[src/rtl/vga_pkg.sv]
// rtl/vga_pkg.sv - shared colour type, default 640x480@60 timing and channel helpers for vga_scanout
// Default build leaves VGA_TESTPAT_EN undefined; bar_colour() is only used when it is defined.
package vga_pkg;

  typedef logic [5:0] colour_t;

  typedef struct packed {
    logic active;
    logic hs;
    logic vs;
  } vflags_t;

  localparam vflags_t FLAGS_IDLE = '{active: 1'b0, hs: 1'b1, vs: 1'b1};

  localparam int DEF_H_ACTIVE  = 640;
  localparam int DEF_H_FP      = 16;
  localparam int DEF_H_SYNC    = 96;
  localparam int DEF_H_BP      = 48;
  localparam int DEF_V_ACTIVE  = 480;
  localparam int DEF_V_FP      = 10;
  localparam int DEF_V_SYNC    = 2;
  localparam int DEF_V_BP      = 33;
  localparam int DEF_CLK_DIV   = 2;
  localparam int DEF_RES_SHIFT = 2;
  localparam int DEF_RD_LAT    = 1;

  localparam int H_TOTAL = DEF_H_ACTIVE + DEF_H_FP + DEF_H_SYNC + DEF_H_BP;
  localparam int V_TOTAL = DEF_V_ACTIVE + DEF_V_FP + DEF_V_SYNC + DEF_V_BP;

  function automatic logic [1:0] red(input colour_t c);
    return c[5:4];
  endfunction

  function automatic logic [1:0] grn(input colour_t c);
    return c[3:2];
  endfunction

  function automatic logic [1:0] blu(input colour_t c);
    return c[1:0];
  endfunction

  // Bar i shows each 1-bit index value doubled into both bits of its channel.
  function automatic colour_t bar_colour(input logic [9:0] h, input int bar_w);
    logic [2:0] idx;
    idx = 3'(h / 10'(bar_w));
    return {{2{idx[2]}}, {2{idx[1]}}, {2{idx[0]}}};
  endfunction

endpackage

[src/rtl/vga_timing_gen.sv]
// rtl/vga_timing_gen.sv - pixel divider, h/v raster counters, stage-0 sync/active flags and frame_start
module vga_timing_gen
  import vga_pkg::*;
#(
  parameter int H_ACTIVE = DEF_H_ACTIVE,
  parameter int H_FP     = DEF_H_FP,
  parameter int H_SYNC   = DEF_H_SYNC,
  parameter int H_BP     = DEF_H_BP,
  parameter int V_ACTIVE = DEF_V_ACTIVE,
  parameter int V_FP     = DEF_V_FP,
  parameter int V_SYNC   = DEF_V_SYNC,
  parameter int V_BP     = DEF_V_BP,
  parameter int CLK_DIV  = DEF_CLK_DIV
) (
  input  logic       clk,
  input  logic       resetn,
  output logic       tick,
  output logic [9:0] h_cnt,
  output logic [9:0] v_cnt,
  output vflags_t    flags,
  output logic       frame_start
);

  localparam int HT = H_ACTIVE + H_FP + H_SYNC + H_BP;
  localparam int VT = V_ACTIVE + V_FP + V_SYNC + V_BP;

  localparam logic [9:0] H_LAST = 10'(HT - 1);
  localparam logic [9:0] V_LAST = 10'(VT - 1);
  localparam logic [9:0] H_VIS  = 10'(H_ACTIVE);
  localparam logic [9:0] V_VIS  = 10'(V_ACTIVE);
  localparam logic [9:0] H_SS   = 10'(H_ACTIVE + H_FP);
  localparam logic [9:0] H_SE   = 10'(H_ACTIVE + H_FP + H_SYNC);
  localparam logic [9:0] V_SS   = 10'(V_ACTIVE + V_FP);
  localparam logic [9:0] V_SE   = 10'(V_ACTIVE + V_FP + V_SYNC);

  localparam int DW = (CLK_DIV > 1) ? $clog2(CLK_DIV) : 1;
  localparam logic [DW-1:0] DIV_LAST = DW'(CLK_DIV - 1);

  logic [DW-1:0] div;
  logic          h_wrap;
  logic          v_wrap;

  // Gating with resetn keeps the strobe quiet while reset is held, even with CLK_DIV=1.
  assign tick        = resetn && (div == DIV_LAST);
  assign h_wrap      = (h_cnt == H_LAST);
  assign v_wrap      = (v_cnt == V_LAST);
  assign frame_start = tick && h_wrap && v_wrap;

  always_ff @(posedge clk) begin
    if (!resetn) begin
      div   <= '0;
      h_cnt <= '0;
      v_cnt <= '0;
    end else begin
      div <= (div == DIV_LAST) ? '0 : div + DW'(1);
      if (tick) begin
        if (h_wrap) begin
          h_cnt <= '0;
          v_cnt <= v_wrap ? '0 : v_cnt + 10'd1;
        end else begin
          h_cnt <= h_cnt + 10'd1;
        end
      end
    end
  end

  assign flags.active = (h_cnt < H_VIS) && (v_cnt < V_VIS);
  assign flags.hs     = !((h_cnt >= H_SS) && (h_cnt < H_SE));
  assign flags.vs     = !((v_cnt >= V_SS) && (v_cnt < V_SE));

endmodule

[src/rtl/vga_scanout.sv]
// rtl/vga_scanout.sv - framebuffer scanout: address stage, flag delay line aligned to RAM latency, VGA output register
// Colour-bar test source is built only when VGA_TESTPAT_EN is defined.
module vga_scanout
  import vga_pkg::*;
#(
  parameter int H_ACTIVE  = DEF_H_ACTIVE,
  parameter int H_FP      = DEF_H_FP,
  parameter int H_SYNC    = DEF_H_SYNC,
  parameter int H_BP      = DEF_H_BP,
  parameter int V_ACTIVE  = DEF_V_ACTIVE,
  parameter int V_FP      = DEF_V_FP,
  parameter int V_SYNC    = DEF_V_SYNC,
  parameter int V_BP      = DEF_V_BP,
  parameter int CLK_DIV   = DEF_CLK_DIV,
  parameter int RES_SHIFT = DEF_RES_SHIFT,
  parameter int RD_LAT    = DEF_RD_LAT
) (
  input  logic       clk,
  input  logic       resetn,
  output logic [8:0] rd_x,
  output logic [8:0] rd_y,
  input  logic [5:0] rd_data,
  input  logic       test_mode,
  output logic [1:0] vga_r,
  output logic [1:0] vga_g,
  output logic [1:0] vga_b,
  output logic       vga_hs,
  output logic       vga_vs,
  output logic       vga_blank_n,
  output logic       pix_tick,
  output logic       frame_start
);

  localparam logic [8:0] X_CLAMP = 9'((H_ACTIVE - 1) >> RES_SHIFT);
  localparam logic [8:0] Y_CLAMP = 9'((V_ACTIVE - 1) >> RES_SHIFT);

  logic       tick;
  logic [9:0] h_cnt;
  logic [9:0] v_cnt;
  vflags_t    flags0;
  vflags_t    flag_dl [RD_LAT+1];
  colour_t    pix_col;
  colour_t    rgb_q;
  logic       hs_q;
  logic       vs_q;
  logic       blank_q;

  vga_timing_gen #(
    .H_ACTIVE (H_ACTIVE),
    .H_FP     (H_FP),
    .H_SYNC   (H_SYNC),
    .H_BP     (H_BP),
    .V_ACTIVE (V_ACTIVE),
    .V_FP     (V_FP),
    .V_SYNC   (V_SYNC),
    .V_BP     (V_BP),
    .CLK_DIV  (CLK_DIV)
  ) u_timing (
    .clk         (clk),
    .resetn      (resetn),
    .tick        (tick),
    .h_cnt       (h_cnt),
    .v_cnt       (v_cnt),
    .flags       (flags0),
    .frame_start (frame_start)
  );

  assign pix_tick = tick;

  // Blanked positions park the address on the last visible pixel so reads stay in range.
  always_ff @(posedge clk) begin
    if (!resetn) begin
      rd_x <= '0;
      rd_y <= '0;
    end else if (tick) begin
      if (flags0.active) begin
        rd_x <= 9'(h_cnt >> RES_SHIFT);
        rd_y <= 9'(v_cnt >> RES_SHIFT);
      end else begin
        rd_x <= X_CLAMP;
        rd_y <= Y_CLAMP;
      end
    end
  end

  always_ff @(posedge clk) begin
    if (!resetn) begin
      for (int i = 0; i <= RD_LAT; i++) flag_dl[i] <= FLAGS_IDLE;
    end else if (tick) begin
      flag_dl[0] <= flags0;
      for (int i = 1; i <= RD_LAT; i++) flag_dl[i] <= flag_dl[i-1];
    end
  end

`ifdef VGA_TESTPAT_EN
  logic    bars_on;
  logic    bar_on_dl [RD_LAT+1];
  colour_t bar_dl    [RD_LAT+1];

  always_ff @(posedge clk) begin
    if (!resetn) begin
      bars_on <= 1'b0;
    end else if (frame_start) begin
      bars_on <= test_mode;
    end
  end

  always_ff @(posedge clk) begin
    if (!resetn) begin
      for (int i = 0; i <= RD_LAT; i++) begin
        bar_on_dl[i] <= 1'b0;
        bar_dl[i]    <= '0;
      end
    end else if (tick) begin
      bar_on_dl[0] <= bars_on;
      bar_dl[0]    <= bar_colour(h_cnt, H_ACTIVE / 8);
      for (int i = 1; i <= RD_LAT; i++) begin
        bar_on_dl[i] <= bar_on_dl[i-1];
        bar_dl[i]    <= bar_dl[i-1];
      end
    end
  end

  assign pix_col = bar_on_dl[RD_LAT] ? bar_dl[RD_LAT] : rd_data;
`else
  logic unused_test_mode;
  assign unused_test_mode = test_mode;
  assign pix_col          = rd_data;
`endif

  always_ff @(posedge clk) begin
    if (!resetn) begin
      hs_q    <= 1'b1;
      vs_q    <= 1'b1;
      blank_q <= 1'b0;
      rgb_q   <= '0;
    end else if (tick) begin
      hs_q    <= flag_dl[RD_LAT].hs;
      vs_q    <= flag_dl[RD_LAT].vs;
      blank_q <= flag_dl[RD_LAT].active;
      rgb_q   <= flag_dl[RD_LAT].active ? pix_col : '0;
    end
  end

  assign vga_r       = red(rgb_q);
  assign vga_g       = grn(rgb_q);
  assign vga_b       = blu(rgb_q);
  assign vga_hs      = hs_q;
  assign vga_vs      = vs_q;
  assign vga_blank_n = blank_q;

endmodule

[config.mk]
export PLATFORM = sky130hd
export DESIGN_NAME = vga_scanout
export DESIGN_NICKNAME = d
export VERILOG_FILES = /design/src/rtl/vga_pkg.sv /design/src/rtl/vga_timing_gen.sv /design/src/rtl/vga_scanout.sv
export SDC_FILE = /design/constraint.sdc
export NUM_CORES = 1
export LEC_CHECK = 0
export ABC_AREA = 1
export CAP_MARGIN = 20
export CORE_MARGIN = 2
export CORE_UTILIZATION = 50
export DETAILED_ROUTE_END_ITERATION = 10
export GPL_TIMING_DRIVEN = 0
export MAX_ROUTING_LAYER = met4
export PLACE_DENSITY = 0.78
export SYNTH_ARGS = -nofsm -noshare
export SYNTH_HDL_FRONTEND = slang
export SYNTH_SLANG_ARGS = --single-unit
[constraint.sdc]
create_clock -name clk -period 1.8 [get_ports clk]
set_input_delay 0.27 -clock clk [delete_from_list [all_inputs] [get_ports clk]]
set_output_delay 0.27 -clock clk [all_outputs]
set_load 0.05 [all_outputs]
### Yosys cells after proc, flatten, opt, wreduce, memory -nomap -nowiden

Memories as Yosys holds them, arrays and structs flattened.
Cells that the tools add are included.

* register bits: 48
* output and inout bits: 29
* memories kept: 1
* bits in read-only memories: 0
* word-level logic and storage cells: 45
* memory bits (writable): 6
* bits of input ports: 9
* bits in latches: 0

Memory list
* flag_dl: words 2, width 3, read ports 2, clocked after Yosys merged registers in 0, write ports 2, line vga_scanout.sv:41 `vflags_t flag_dl [RD_LAT+1];`

* reduce and logical (&&, ||, !) cells: 10
* bitwise gates (word level): 3
* add/sub/neg operators: 3
* div/mod/pow operators: 0
* $lt $le $gt $ge: 6
* multiplexer cells: 11
* equality and inequality tests: 2
* multiply operators: 0
* shift-type cells: 0

Operators with widths (count)
* adder 10 x 1 -> 10 bit (second input constant): 2
* == test 10 bit (second input constant): 2
* less-than comparator 10 bit (second input constant): 2
* less-than comparator 10 x 9 -> 1 bit (second input constant): 2
* 2-to-1 mux 10 bit: 2
* 2-to-1 mux 8 bit: 2
* greater-or-equal comparator 10 bit (second input constant): 1
* greater-or-equal comparator 10 x 9 -> 1 bit (second input constant): 1
* logical AND 1 bit: 6
* 2-to-1 mux 3 bit: 2
* 2-to-1 mux 6 bit: 1
* 2-to-1 mux 1 bit: 4
* logical NOT 1 bit: 2
* bitwise OR 1 bit: 2
* AND reduction 2 bit: 1
* OR reduction 2 bit: 1
* adder 1 bit (second input constant): 1
* inverter 1 bit: 1

### Longest topological paths before layout

Gate-level depths: netlist of the first run.

* depth after elaboration: 5
* gate-level depth with buffers: 9
* mapped depth without buffers: 9

### By module

From an unflattened synthesis of the first run, not the netlist that was laid out.

* cells, all modules: 345
* area total of the unflattened synthesis: 2491.1 µm²

By module, submodules not included
* vga_scanout: cells each 154, times used 1, seq. area each 680.7 µm², area an instance 1258.7 µm²
* vga_timing_gen: cells each 191, times used 1, seq. area each 420.4 µm², area an instance 1232.4 µm²

### Worst setup path before layout of the first run

Ideal clock, no wire load.

* path kind: input-to-output
* start point: in resetn
* end point: out frame_start
* buffers on the path: 2
* data required time: 1.530 ns
* arrival: 2.436 ns
* stages on the path: 6
* setup slack: -0.906 ns
* path through: buf_4 > nand2_4 > inv_2 > buf_2 > nand2_1 > nor4_1

* word-level cells in the longest chain between the ends: 3

Ends and longest elaborated chain
* start: declaration: line vga_scanout.sv:19 `input logic resetn,`
* logical AND 1 bit: line vga_timing_gen.sv:44 `assign tick = resetn && (div == DIV_LAST);`
* net pix_tick: line vga_scanout.sv:30 `output logic pix_tick,`
* logical AND 1 bit (2 in a row): line vga_timing_gen.sv:47 `assign frame_start = tick && h_wrap && v_wrap;`
* end: declaration: line vga_scanout.sv:31 `output logic frame_start`

The timed path passes the listed nets, and every way through them passes these cells.

### Worst setup path after layout of the first run

* start point: reg u_timing.h_cnt[8]
* end point: out frame_start

* word-level cells in the longest chain between the ends: 3

Ends and longest elaborated chain
* start: declaration: line vga_timing_gen.sv:18 `output logic [9:0] h_cnt,`
* start signal: assignment: line vga_timing_gen.sv:61 `h_cnt <= h_cnt + 10'd1;`
* == test 10 bit: line vga_timing_gen.sv:45 `assign h_wrap = (h_cnt == H_LAST);`
* logical AND 1 bit (2 in a row): line vga_timing_gen.sv:47

No other way between the ends.

==> summary.md, run 1 <==
| Metric | Value |
|---|---|
| Status | finished, violations left |
| Failing checks | setup timing |
| Via-to-Cell Ratio | approximately 5.2 |
| Max cap viols | 0 |
| Post-synth EDFFs | 6 |
| WHS | 301.5 ps |
| H-tree level count | 2 |
| Number of port buffers | 33 |
| Layout Skew | 4.901 ps |
| Initial core utilization | between 50% and 60% |
| Top_reg_cell synth | dfxtp_1 |
| Met3 usage | under 10% |
| Layout cell share with drive strength beyond 1 | about 17% |
| Initial DRT Pass Iterations | 5 |
| Total of warnings raised by yosys | 0 |
| First-pass GRT wire length | around 8700 um |
| WS Path Type | reg2out |
| Fin nets | about 370 |
| Chip height | around 73 um |
| Arrival time worst endpoint | approximately 1600 ps |
| Clock sinks | between 50 and 60 |
| Final setup vio count | 1 |
| Number of remaining DRC errors | 0 |
| Ant diodes | 0 |
| Pins Over Slew Limit | 0 |
| Final worst path period need | 1841 ps |
| GRT Util Overall | roughly 22% |
| DR vias | 2132 |
| Seq cells post-synth | between 50 and 60 |
| Final hold viol count | 0 |
| Most Used Layer, Global Route | met2 |
| Worst vdd ir | 520.5 uV |
| PD cells | between 700 and 800 nW/um2 |
| Worst min path class | in2reg |
| Drt initial violations | between 100 and 150 |
| Initial antenna violation count | 0 |
| Die Width | between 70 and 80 um |
| # hold bufs at CTS | 0 |
| Die area | 5391 um2 |
| Routed wire length | 5378 um |
| RSZ-0062 raised after global routing | yes |
| Final core utilization | ~64% |
| FFs w/ async S/R, synth | 0% |
| Slew Limit Headroom | 61.83% |
| Netlist Area Pre-Place | about 2400 um2 |
| Mapped Cells | between 300 and 400 |
| Synth cell types | 36 |
| Met1 GRT Util | between 20% and 30% |
| Register area share after synthesis | a little under half |
| Data required, critical path | about 1500 ps |
| Worst-Skew Late Latency | 320 ps |
| Crit share post-route | 102.3% |
| Post-Layout Cell Count | between 400 and 500 |
| CTS tree | built |
| Pleak | between 0.001 and 0.0015 uW |
| DPL Wire Length | ~3800 um |
| Core Rows | 25 |
| CP Capture Type | output pin |
| Cts bufs inserted | 5 |
| Max clock buf depth | 2 |
| Clock Tree Root | clkbuf_8 |
| # IOs | 38 |
| CORE AREA | around 4700 um2 |
| Largest net degree at the start of global routing | 18 |
| PnR worst setup slack | -40.60 ps |
| DP Cell Count | a little over 400 |
| Worst-margin pin slew | around 570 ps |
| Vias in the first global route | around 1900 |
| Reg clk slew, reported paths | 100 ps |
| Gpl congestion | between 0.8 and 0.9 |
| Area Overhead vs Synth | 24.20% |
| Remaining Overflow, GRT | 0 |
| Routed Antenna Nets | 0 |
| Fmax | about 540 MHz |
| CP max FO | 6 |
| Syn_area_per_cell | around 7.7 um2 |
| Nature of the critical path startpoint | register |
| Per-cell routed wire length | between 10 and 15 um |
| Routing usage on met2 | roughly 36% |
==> state kept, by name, indices dropped and copies added (netlist names) <==
| signal | flops |
|---|---|
| u_timing.h_cnt | 10 |
| u_timing.v_cnt | 10 |
| rd_x | 8 |
| rd_y | 8 |
| flag_dl | 6 |
| rgb_q | 6 |
| u_timing.div | 1 |
| vga_blank_n | 1 |
| vga_hs | 1 |
| vga_vs | 1 |
==> cell families (layout without fill, tap and decap cells) <==
group | count (synthesis) | count (layout) | share of synthesized area (%)
buffers and inverters | 57 | 100 | 10.70
adder cells (fa/ha/maj) | 4 | 4 | 2.077
other | 1 | 2 | 0.1556
AND/OR/NAND/NOR | 170 | 170 | 32.87
XOR/XNOR | 3 | 3 | 1.091
AO/OA/AOI/OAI | 28 | 28 | 7.425
flip-flops | 52 | 52 | 45.69
==> path summary, 6_finish.rpt <==
| check | end | slack (ps) | startpoint | depth (start not counted) |
|---|---|---|---|---|
| setup reg to reg | u_timing.v_cnt[4]$_SDFFE_PN0P_ | 210 | u_timing.h_cnt[0]$_SDFFE_PN0P_ | 9 |
| setup / recovery | frame_start | -40 | u_timing.h_cnt[8]$_SDFFE_PN0P_ | 7 |
| hold reg to reg | rd_y[7]$_SDFFE_PN0P_ | 450 | rd_y[7]$_SDFFE_PN0P_ | 2 |
| hold / removal | rd_x[1]$_SDFFE_PN0P_ | 300 | resetn | 5 |
==> stage by stage <==
step                      setup TNS (ps)  setup slack [ps]  cell area [um2]  power (uW)
after floorplan                        0             3.645             2431        1467
after global placement            -699.9            -556.4             2829        1563
after detailed placement          -674.1            -551.8             2829        1569
after CTS                         -45.57            -45.57             2970        2243
after global routing              -146.9            -146.9             2993        2312
final                             -40.60            -40.60             2993        2231
==> synth_stat cells (2+ instances only) <==
cell type	count	area [um2]
nor2_2	3	18.77
o21ai_1	3	15.01
nor2_4	2	22.52
nand4_1	7	43.79
nor3_4	2	32.53
a22o_1	6	52.55
nor3_1	3	15.01
edfxtp_1	6	180.2
nor2_1	27	101.4
nor4_1	3	18.77
ha_1	4	50.05
buf_4	5	37.54
nand3_1	31	155.2
o22a_1	2	17.52
a21oi_1	7	35.03
or2_2	2	12.51
buf_6	3	33.78
o21ai_0	7	35.03
buf_2	2	10.01
inv_2	3	11.26
dfxtp_1	46	920.9
xor2_1	3	26.28
nand2_1	84	315.3
inv_1	42	157.7
==> power breakdown <==
group	leakage, uW	total, uW	switching (uW)	internal [uW]
sequential	0.000430	1230	22.2	1210
clock	0.0000447	689	412	277
combinational	0.000795	312	209	103
==> worst max-delay path, cell delays in order, from the launching register on <==
cell     delay [ps]
dfxtp_4         400
nand2_2          70
inv_2            90
nand3_2          70
nor2_2          180
nand2_2          80
nor4_4          160
buf_6           200
==> layout by cell type (no fill, tap or decap), types with 3 or more instances in the layout <==
cell type	netlist	layout
nand4_1	7	7
nand2_2	1	4
ha_1	4	3
nor2_1	27	25
o21ai_0	7	7
a21oi_1	7	7
clkbuf_8	0	5
nor2_2	3	4
nor2_4	2	3
edfxtp_1	6	6
a22o_1	6	6
buf_6	3	5
clkdlybuf4s50_1	0	31
buf_4	5	7
inv_1	42	39
inv_2	3	6
dfxtp_1	46	36
nor3_1	3	3
xor2_1	3	3
nand3_1	31	29
dfxtp_2	0	8
o21ai_1	3	3
nand2_1	84	81
==> layout make-up <==
| class | instances | area [um2] |
|---|---|---|
| Inverter | 46 | 172.7 |
| Buffer | 11 | 91.34 |
| Timing Repair Buffer | 35 | 341.6 |
| Fill cell | 430 | 1699 |
| Sequential cell | 52 | 1119 |
| Tap cell | 54 | 67.56 |
| Clock buffer | 5 | 68.82 |
| Multi-Input combinational cell | 207 | 1110 |
| Clock inverter | 3 | 22.52 |
==> layer usage <==
layer | vias to the layer above | wire length (um)
met2 | 54 | 2567
li1 | 1090 | -
met3 | 10 | 246
met5 | - | 0
met4 | 0 | 93
met1 | 978 | 2471
==> what timing repair did <==
action	in CTS	in global routing
endpoints found under the setup margin	2	2
resized for setup	26	12
setup buffers	2	0
pin swaps	2	0
endpoints found under the hold margin	0	0
Note: power is estimated with default switching activity, not from simulation.
==> inputs of run 2 (changes only) <==
--- a/config.mk
+++ b/config.mk
@@ -6,13 +6,13 @@
 export NUM_CORES = 1
 export LEC_CHECK = 0
 export ABC_AREA = 1
-export CAP_MARGIN = 20
+export CAP_MARGIN = 15
 export CORE_MARGIN = 2
-export CORE_UTILIZATION = 50
+export CORE_UTILIZATION = 53
 export DETAILED_ROUTE_END_ITERATION = 10
 export GPL_TIMING_DRIVEN = 0
 export MAX_ROUTING_LAYER = met4
-export PLACE_DENSITY = 0.78
+export PLACE_DENSITY = 0.82
 export SYNTH_ARGS = -nofsm -noshare
 export SYNTH_HDL_FRONTEND = slang
 export SYNTH_SLANG_ARGS = --single-unit
==> run 2 against run 1 <==
The flow still finishes with violations (setup timing). Highest routed layer unchanged. First-iteration DRC count down 21%. Clock skew up 2.0 ps. Sequential cell count unchanged. Count of clock-buffer cells in the layout unchanged. Combinational power about the same. Sequential share of layout area down 0.35 points. Cell count unchanged.
==> summary.md, run 2 (synthesis results as in run 1) <==
| Metric | Value |
|---|---|
| Ant diodes | 0 (unchanged) |
| Final setup vio count | 1 (unchanged) |
| Worst hold endpoint | rd_x[1]$_SDFFE_PN0P_ |
| Data required, critical path | 1530 ps (about the same) |
| Clock sinks | 52 (unchanged) |
| Worst-margin pin slew | 510.7 ps (-61.75 ps) |
| Per-cell routed wire length | 12.79 um (-1.8%) |
| PnR worst setup slack | -11.90 ps (+28.70 ps) |
| Critical R2R Launch | u_timing.h_cnt[0]$_SDFFE_PN0P_ |
| CP Capture Type | output pin |
| Seq. cell area | 1120 um2 (+0.11%) |
| Max cap viols | 0 (unchanged) |
| Multi-input gate area | 1105 um2 (-0.45%) |
| Min-delay src | resetn |
| Biggest regs | u_timing.h_cnt (10), u_timing.v_cnt (10) |
| Chip height | 71.43 um (-2.7%) |
| Initial DRT Pass Iterations | 4 (-1) |
| Via-to-Cell Ratio | 5.179 (+0.33%) |
| First-pass GRT wire length | 9315 um (+6.6%) |
| Nature of the critical path startpoint | register |
| DPL Wire Length | 3876 um (+1.7%) |
| Hold path depth | 5 (unchanged) |
| Routed wire length | 5281 um (-1.8%) |
| Number of port buffers | 33 (unchanged) |
| Remaining Overflow, GRT | 0 (unchanged) |
| Core Rows | 24 (-4.0%) |
| Largest net degree at the start of global routing | 17 (-1) |
| Setup WS pre-CTS | -623.0 ps (-71.22 ps) |
| Crit-path slowest cell | dfxtp_2 |
| PD cells | 771.3 nW/um2 (+3.5%) |
| Routed Antenna Nets | 0 (unchanged) |
| Reg clk slew, reported paths | 90 ps (about the same) |
| Die Width | 71.43 um (-2.7%) |
| Pins Over Slew Limit | 0 (unchanged) |
| Worst min path class | in2reg |
| Drt initial violations | 90 (-21%) |
| Arrival time worst endpoint | 1540 ps (-30 ps) |
| Die area | 5102 um2 (-5.4%) |
| CP max FO | 4 (-2) |
| Crit share post-route | 100.7% (-1.6 points) |
| PnR Total Power | 2333 uW (+4.5%) |
| Max clock buf depth | 2 (unchanged) |
| CTS tree | built |
| CORE AREA | 4354 um2 (-7.2%) |
| # fillers | 387 (-10%) |
| R2R Setup Slk | 260 ps (+50 ps) |
| Fin nets | 373 (+0.54%) |
| Worst stage delay on the critical path | 390 ps (about the same) |
| Area Overhead vs Synth | 25.49% |
| Clock Tree Root | clkbuf_8 |
| # hold bufs at CTS | 0 (unchanged) |
| Layout Skew | 6.944 ps (+2.043 ps) |
| WS Path Type | reg2out |
| Commonest non-fill, non-tap cell in the layout | nand2_1 |
| Final worst path period need | 1812 ps (-28.70 ps) |
| Fmax | 551.9 MHz (+1.6%) |
| Worst-Skew Late Latency | 300 ps (-20 ps) |
| Gpl congestion | 0.8879 (+1.3%) |
| # IOs | 38 (unchanged) |
| H-tree level count | 2 (unchanged) |
| Reg-to-Reg End | u_timing.v_cnt[2]$_SDFFE_PN0P_ |
| RSZ-0062 raised after global routing | yes |
| Failing checks | setup timing |
| Worst vdd ir | 392.2 uV (-25%) |
| Number of remaining DRC errors | 0 (unchanged) |
| Slew Limit Headroom | 65.84% (+4.0 points) |
| Cts bufs inserted | 5 (unchanged) |
| Initial antenna violation count | 0 (unchanged) |
| Layout cell share with drive strength beyond 1 | 16.90% (+0.18 points) |
| Crit path cell chain | ha_4, nand3_1, nor2_2, nand2_2, nor4_4, buf_6 |
| Vias in the first global route | 2073 (+8.1%) |
| Most frequent cells in the layout | nand2_1, inv_1, dfxtp_1 |
| Pleak | 0.001286 uW (+1.3%) |
| Cell count of the worst reg-to-reg path | 9 (unchanged) |
| Status | finished, violations left |
| Initial core utilization | 55.34% (+4.0 points) |
| Final hold viol count | 0 (unchanged) |
| GRT Util Overall | 23.42% (+1.6 points) |
| DR vias | 2139 (+0.33%) |
==> run 2: repair_timing <==
item,in CTS,in global routing
endpoints found under the hold margin,0,0
setup endpoints to repair,2,1
resized for setup,31,3
gates cloned,0,0
pin swaps,2,0
setup buffers,4,0
==> run 2: worst max path at each step <==
stage,startpoint,depth (start not counted),slack [ps],endpoint
floorplan,resetn,6,4,frame_start
global placement,u_timing.h_cnt[8]$_SDFFE_PN0P_,7,-600,frame_start
detailed placement,u_timing.h_cnt[8]$_SDFFE_PN0P_,7,-620,frame_start
CTS,u_timing.h_cnt[3]$_SDFFE_PN0P_,7,-30,frame_start
global route,u_timing.h_cnt[5]$_SDFFE_PN0P_,6,-110,frame_start
finish,u_timing.h_cnt[0]$_SDFFE_PN0P_,6,-10,frame_start
==> run 2: critical path: cells and delay by family, from the launching register on <==
kind,cells,cell delay (ps)
AND/OR/NAND/NOR,4,510
adder cells (fa/ha/maj),1,150
buffers and inverters,1,200
flip-flops,1,390
==> run 2: layer usage <==
layer	GRT usage [%]	wire length [um]
met1	29.07	2438
met5	-	0
met2	38.79	2491
met4	7.128	71
met3	4.501	280
==> run 2: cell type report <==
cell class,count,area share (%)
clock inverter,3,1.407
buffer,11,2.896
multi-input combinational,207,36.53
clock buffer,5,2.276
tap,52,2.151
timing repair buffer,37,12.00
inverter,46,5.710
sequential,52,37.03
==> run 2: stage by stage <==
step	hold slack [ps]	std cells	TNS (ps)	util, %	area, um2
final	338.8	413	-11.90	69.45	3024
after global routing	344.3	413	-109.6	69.45	3024
after CTS	338.5	413	-25.86	69.37	3020
after detailed placement	438.0	401	-745.9	64.91	2826
after global placement	433.9	401	-725.4	64.91	2826
after floorplan	395.5	316	0	-	2431
==> run 2: power by group <==
part,switching (uW),internal (uW)
logic,208,103
clock network,381,412
registers,21.7,1210
